**src/rtl/pong_pkg.sv**
```systemverilog
// ---------------------------------------------------------------------------
// pong_pkg
// Shared definitions for the pong game control path:
//   - UART command byte values
//   - pop FSM state encoding for the UART receive-FIFO reader
//   - paddle key encodings driven onto the pixel generator key bus
//   - decode_byte(): classifies a received byte into a command class
// ---------------------------------------------------------------------------
package pong_pkg;

  // Command bytes (ASCII)
  localparam logic [7:0] CMD_UP_L  = 8'h77;  // 'w'
  localparam logic [7:0] CMD_UP_U  = 8'h57;  // 'W'
  localparam logic [7:0] CMD_DN_L  = 8'h73;  // 's'
  localparam logic [7:0] CMD_DN_U  = 8'h53;  // 'S'
  localparam logic [7:0] CMD_STOP  = 8'h78;  // 'x'
  localparam logic [7:0] CMD_PAUSE = 8'h70;  // 'p'
  localparam logic [7:0] CMD_RST   = 8'h72;  // 'r'

  // Paddle key encodings; 2'b11 is never produced
  localparam logic [1:0] KEY_IDLE = 2'b00;
  localparam logic [1:0] KEY_UP   = 2'b01;
  localparam logic [1:0] KEY_DN   = 2'b10;

  // Pop FSM states. POP is the only state with bit 0 set, so the FIFO read
  // strobe can be taken straight from a register bit.
  typedef enum logic [1:0] {
    IDLE = 2'b00,
    POP  = 2'b01,
    GAP  = 2'b10
  } pop_state_t;

  // Command classes after decoding a byte
  typedef enum logic [2:0] {
    DEC_UP,
    DEC_DN,
    DEC_STOP,
    DEC_PAUSE,
    DEC_RST,
    DEC_BAD
  } dec_t;

  function automatic dec_t decode_byte(input logic [7:0] b);
    case (b)
      CMD_UP_L, CMD_UP_U: return DEC_UP;
      CMD_DN_L, CMD_DN_U: return DEC_DN;
      CMD_STOP:           return DEC_STOP;
      CMD_PAUSE:          return DEC_PAUSE;
      CMD_RST:            return DEC_RST;
      default:            return DEC_BAD;
    endcase
  endfunction

endpackage

```
**src/rtl/frame_tick_gen.sv**
```systemverilog
// ---------------------------------------------------------------------------
// frame_tick_gen
// Produces a single-clk tick once per video frame. The pixel position
// (pixel_x == 0, pixel_y == FRAME_LINE) may persist for several clk, so the
// registered match is edge-detected.
// Ports:
//   clk, reset_n      clock, asynchronous active-low reset
//   pixel_x, pixel_y  current pixel position from vga_sync
//   tick              one-clk pulse per frame
// ---------------------------------------------------------------------------
module frame_tick_gen #(
  parameter int FRAME_LINE = 500
) (
  input  logic        clk,
  input  logic        reset_n,
  input  logic [11:0] pixel_x,
  input  logic [11:0] pixel_y,
  output logic        tick
);

  logic match;
  logic match_q;
  logic match_q_d;

  assign match = (pixel_x == 12'd0) && (pixel_y == 12'(FRAME_LINE));

  // NOTE: sequential state uses non-blocking assignments so every register
  // samples pre-edge values, independent of statement order.
  always_ff @(posedge clk or negedge reset_n) begin
    if (!reset_n) begin
      match_q   <= 1'b0;
      match_q_d <= 1'b0;
    end else begin
      match_q   <= match;
      match_q_d <= match_q;
    end
  end

  assign tick = match_q & ~match_q_d;

endmodule

```
**src/rtl/uart_cmd_ctrl.sv**
```systemverilog
// ---------------------------------------------------------------------------
// uart_cmd_ctrl
// Drains the UART receive FIFO (show-ahead) one byte per 3 clk and turns each
// byte into a player-2 paddle command or a game-control event. Paddle
// commands stay active for HOLD_FRAMES frame ticks.
// Ports:
//   clk, reset_n      clock, asynchronous active-low reset
//   pixel_x, pixel_y  pixel position, used for the per-frame tick
//   rx_empty          FIFO empty flag
//   rd_data           FIFO head byte, valid while rx_empty = 0
//   rd_uart           FIFO pop strobe, one clk wide
//   key_p2            paddle command: 01 up, 10 down, 00 idle
//   pause             pause level, toggled by 'p'
//   restart           one-clk pulse on 'r'
//   bad_cnt           saturating count of undecodable bytes
// ---------------------------------------------------------------------------
module uart_cmd_ctrl
  import pong_pkg::*;
#(
  parameter int FRAME_LINE  = 500,
  parameter int HOLD_FRAMES = 4,
  parameter int HOLD_W      = 4
) (
  input  logic        clk,
  input  logic        reset_n,
  input  logic [11:0] pixel_x,
  input  logic [11:0] pixel_y,
  input  logic        rx_empty,
  input  logic [7:0]  rd_data,
  output logic        rd_uart,
  output logic [1:0]  key_p2,
  output logic        pause,
  output logic        restart,
  output logic [7:0]  bad_cnt
);

  localparam logic [HOLD_W-1:0] HOLD_LOAD = HOLD_W'(HOLD_FRAMES);
  localparam logic [HOLD_W-1:0] HOLD_ONE  = HOLD_W'(1);

  pop_state_t        state_q, state_d;
  logic              tick;
  logic [1:0]        cmd_q, cmd_d;
  logic [HOLD_W-1:0] hold_q, hold_d;
  logic              pause_d;
  logic              restart_d;
  logic [7:0]        bad_d;

  frame_tick_gen #(
    .FRAME_LINE(FRAME_LINE)
  ) u_frame_tick (
    .clk     (clk),
    .reset_n (reset_n),
    .pixel_x (pixel_x),
    .pixel_y (pixel_y),
    .tick    (tick)
  );

  // -------------------------------------------------------------------------
  // Pop FSM: IDLE -> POP (strobe) -> GAP (let rx_empty settle) -> IDLE
  // -------------------------------------------------------------------------
  always_ff @(posedge clk or negedge reset_n) begin
    if (!reset_n) state_q <= IDLE;
    else          state_q <= state_d;
  end

  // NOTE: every signal written here gets a default first, so no path leaves
  // it unassigned and no latch is inferred.
  always_comb begin
    state_d = state_q;
    case (state_q)
      IDLE:    if (!rx_empty) state_d = POP;
      POP:     state_d = GAP;
      GAP:     state_d = IDLE;
      default: state_d = IDLE;
    endcase
  end

  // Taken directly from a flop output, so the strobe cannot glitch.
  assign rd_uart = state_q[0];

  // -------------------------------------------------------------------------
  // Hold countdown and command decode. A decode in the same cycle as a tick
  // overrides the countdown.
  // -------------------------------------------------------------------------
  always_comb begin
    cmd_d     = cmd_q;
    hold_d    = hold_q;
    pause_d   = pause;
    restart_d = 1'b0;
    bad_d     = bad_cnt;

    if (tick && (hold_q != '0)) begin
      hold_d = hold_q - HOLD_ONE;
      if (hold_q == HOLD_ONE) cmd_d = KEY_IDLE;
    end

    if (state_q == POP) begin
      case (decode_byte(rd_data))
        DEC_UP: begin
          cmd_d  = KEY_UP;
          hold_d = HOLD_LOAD;
        end
        DEC_DN: begin
          cmd_d  = KEY_DN;
          hold_d = HOLD_LOAD;
        end
        DEC_STOP: begin
          cmd_d  = KEY_IDLE;
          hold_d = '0;
        end
        DEC_PAUSE: pause_d = ~pause;
        DEC_RST: begin
          restart_d = 1'b1;
          pause_d   = 1'b0;
          cmd_d     = KEY_IDLE;
          hold_d    = '0;
        end
        default: if (bad_cnt != 8'hFF) bad_d = bad_cnt + 8'd1;
      endcase
    end
  end

  // key_p2 is registered from the next-state values so a decode is visible
  // one cycle after the pop, together with pause and restart.
  always_ff @(posedge clk or negedge reset_n) begin
    if (!reset_n) begin
      cmd_q   <= KEY_IDLE;
      hold_q  <= '0;
      pause   <= 1'b0;
      restart <= 1'b0;
      bad_cnt <= 8'd0;
      key_p2  <= KEY_IDLE;
    end else begin
      cmd_q   <= cmd_d;
      hold_q  <= hold_d;
      pause   <= pause_d;
      restart <= restart_d;
      bad_cnt <= bad_d;
      key_p2  <= pause_d ? KEY_IDLE : cmd_d;
    end
  end

endmodule

```
**config.mk**
```make
export PLATFORM = sky130hd
export DESIGN_NAME = uart_cmd_ctrl
export DESIGN_NICKNAME = d
export VERILOG_FILES = /design/src/rtl/pong_pkg.sv /design/src/rtl/frame_tick_gen.sv /design/src/rtl/uart_cmd_ctrl.sv
export SDC_FILE = /design/constraint.sdc
export NUM_CORES = 1
export LEC_CHECK = 0
export ABC_AREA = 1
export CAP_MARGIN = 20
export CORE_MARGIN = 5
export CORE_UTILIZATION = 44
export DETAILED_ROUTE_END_ITERATION = 10
export GPL_TIMING_DRIVEN = 0
export PLACE_DENSITY = 0.79
export SYNTH_ARGS = -nofsm -noshare
export SYNTH_HDL_FRONTEND = slang
export SYNTH_SLANG_ARGS = --single-unit
export TNS_END_PERCENT = 30
```
**constraint.sdc**
```tcl
create_clock -name clk -period 2.3 [get_ports clk]
set_clock_uncertainty 0.2 [all_clocks]
set_input_delay 0.69 -clock clk [delete_from_list [all_inputs] [get_ports clk]]
set_output_delay 0.69 -clock clk [all_outputs]
set_load 0.01 [all_outputs]
```
==> impl_metrics.py <==
metrics = {
    "place": {
        "gp_congestion": 0.8274,
        "hpwl_um": 2508,
        "io_buffers": 47,
    },
    "sta": {
        "slew_headroom_pct": 79.86,
        "rsz0062_at_grt": "no",
        "period_needed_ns": 2.226,
        "fin_tns_setup_ns": 0,
        "finalMaxSlewViolations": 0,
        "tightest_slew_ns": 0.3012,
        "hold_viol": 0,
        "fin_crit_sh_pct": 96.79,
        "fmax_mhz": 449.2,
        "final-setup-viol-count": 0,
    },
    "layout": {
        "regArea_um2": 555.5,
        "antenna_cells": 0,
        "syn_to_final_growth_pct": 44.83,
        "drive_above_1_share_pct": 14.69,
        "final_common_cell": "clkdlybuf4s50_1",
        "fill_cells": 257,
        "post-route-util_pct": 64.75,
        "nNetsFinal": 251,
        "multiInputGateArea_um2": 675.6,
        "final_cell_mix": "clkdlybuf4s50_1, nand2_1, inv_1, dfrtp_1, nor2_1",
    },
    "power": {
        "seq_power_share_pct": 42.5,
        "internal_power_w": 0.0008867,
        "p_switching_w": 0.0004008,
        "power.density_mw_per_mm2": 667.7,
        "vdd_drop_max_uv": 314.0,
        "switching_share_pct": 31.13,
        "p_clk_share_pct": 23.1,
        "cellLeakagePower_nw": 0.8836,
        "p_comb_share_pct": 34.3,
        "power_w": 0.001287,
    },
    "worst_setup_path": {
        "r2r_slack_ns": 0.46,
        "endpoint_kind": "output pin",
        "slowest_stage": "clkdlybuf4s50_1",
        "cp-start-kind": "flip-flop",
        "crit_start": "bad_cnt[0]",
        "rr_startpoint": "bad_cnt[0]",
        "worstPathArrival_ns": 1.34,
        "cp.required_ns": 1.41,
        "crit_path_max_fanout": 4,
        "cpPeakStageDelay_ns": 0.57,
        "path_cells": "clkdlybuf4s50_1",
        "critical_path.top_delay_family": "buffers and inverters",
        "crit_buf_inv": 1,
        "crit_type": "reg2out",
    },
    "floorplan": {
        "start_util_pct": 44.71,
        "die_h_um": 65.01,
        "dieArea_mm2": 0.004226,
        "num_rows": 20,
        "die_x_um": 65.01,
        "ioPinCount": 48,
        "coreArea_mm2": 0.002978,
    },
    "synthesis": {
        "ys_types": 27,
        "synthFlopType": "dfrtp_1",
        "synth-seq-cells": 22,
        "synth_edf_count": 0,
        "synth.top_cells.by_area": "dfrtp_1, nand2_1, inv_1, nor2_1, nand3_1",
        "yosysWarningCount": 0,
        "syn_inst": 159,
        "syn_area_mm2": 0.001331,
        "syn_nets": 198,
        "async_flop_share_pct": 100.0,
        "avgSynthCellArea_um2": 8.373,
        "yosysTopAreaCell": "dfrtp_1",
        "yosysSeqAreaShare_pct": 41.35,
        "synth_top_area_share_pct": 41.35,
    },
    "clocking": {
        "root_buffer": "clkbuf_4",
        "cts_tree": "done",
        "hold_buffers": 0,
        "clock_sinks": 22,
        "clk_pin_slew_ns": 0.13,
        "clk-insertion-delay-late_ns": 0.32,
        "htree_levels": 1,
        "cts_setup_buffers": 0,
        "cts_inserted_buffers": 3,
        "cts_max_path_buffers": 2,
    },
    "route": {
        "drc_errors": 0,
        "firstDrtPassIters": 4,
        "antenna_left": 0,
        "vias_per_cell": 5.057,
        "wl_per_cell_um": 12.55,
        "drt_wl_total_um": 3062,
        "vias": 1234,
        "drt_iter0_markers": 64,
    },
    "flow_run": {
        "maxCapViolations": 0,
    },
    "worst_hold_path": {
        "hp-start": "u_frame_tick.match_q",
        "min_path_type": "reg2reg",
    },
    "grt": {
        "grt_max_degree": 23,
        "grt_pass1_vias": 1296,
        "grt_pass1_wl_um": 5375,
        "track_usage_pct": 15.71,
        "grt-ovfl-total": 0,
        "antenna_found_initial": 0,
    },
    "status": {
        "status": "finished, final reports clean",
    },
}
==> power groups by stage <==
stage	sequential [W]	combinational, W	clock [W]
finish	0.000548	0.000442	0.000298
CTS	0.000543	0.000439	0.000307
global route	0.000562	0.000481	0.000323
floorplan	0.000556	0.000218	0
global placement	0.000544	0.000417	0
detailed placement	0.000547	0.000436	0
==> through the flow <==
step | cells | setup slack (ns) | hold slack [ns] | area, um2
global route | 244 | 0.009840 | 0.2361 | 1928
floorplan | 159 | 0.5173 | 0.1541 | 1331
detailed placement | 239 | -0.1153 | 0.1882 | 1843
finish | 244 | 0.07390 | 0.2192 | 1928
global placement | 239 | -0.06180 | 0.1837 | 1843
CTS | 243 | 0.03239 | 0.2195 | 1897
==> layer usage <==
layer  part of all wire, %  GRT usage, %  up-vias
met5                     0             0        -
met4                  0.75         4.222        0
met3                   6.8         4.853        2
met2                    52         29.25       36
met1                    40         16.95      582
li1                      -             -      614
==> sequential cells by signal, indices dropped and copies added (netlist names) <==
signal	flops
bad_cnt	8
cmd_q	2
hold_q	4
key_p2	2
pause	1
restart	1
state_q	2
u_frame_tick.match_q	1
u_frame_tick.match_q_d	1
==> synthesized netlist by cell type, types with 2 or more instances <==
cell,count
nor4_1,5
nand3_1,11
o21ai_0,5
nand3_2,2
xnor2_1,6
nand2_2,4
inv_1,20
ha_1,4
nand4_1,4
xor2_1,2
nand2_4,2
nor2_1,15
o21ai_2,3
nand2_1,36
nor2_2,3
dfrtp_1,22
a21oi_1,5
==> repair_timing <==
| action | in CTS | in global routing |
|---|---|---|
| gates resized for setup | 1 | 3 |
| gates cloned | 0 | 0 |
| setup endpoints to repair | 1 | 3 |
==> worst paths after layout <==
check | endpoint | cells after the start
worst min register to register | u_frame_tick.match_q_d | 0
worst max register to register | bad_cnt[0] | 7
worst max-delay path | bad_cnt[0] | 1
max in group asynchronous | bad_cnt[0] | 2
worst min-delay path | u_frame_tick.match_q_d | 0
min in group asynchronous | bad_cnt[2] | 1
==> cell families after synthesis <==
group           synth area share, %
fa+ha+maj                     3.760
compound gates                7.331
simple gates                  32.33
xor+xnor                      7.331
buf+inv                       7.895
flops                         41.35
==> area by class of cell <==
type	instances	share of cell area (%)
Buffer	1	1.038
Clock buffer	3	1.168
Clock inverter	1	1.557
Inverter	22	4.413
Multi-Input combinational cell	114	35.04
Sequential cell	22	28.81
Tap cell	33	2.141
Timing Repair Buffer	48	25.83
Power figures use the tool's default switching activity.
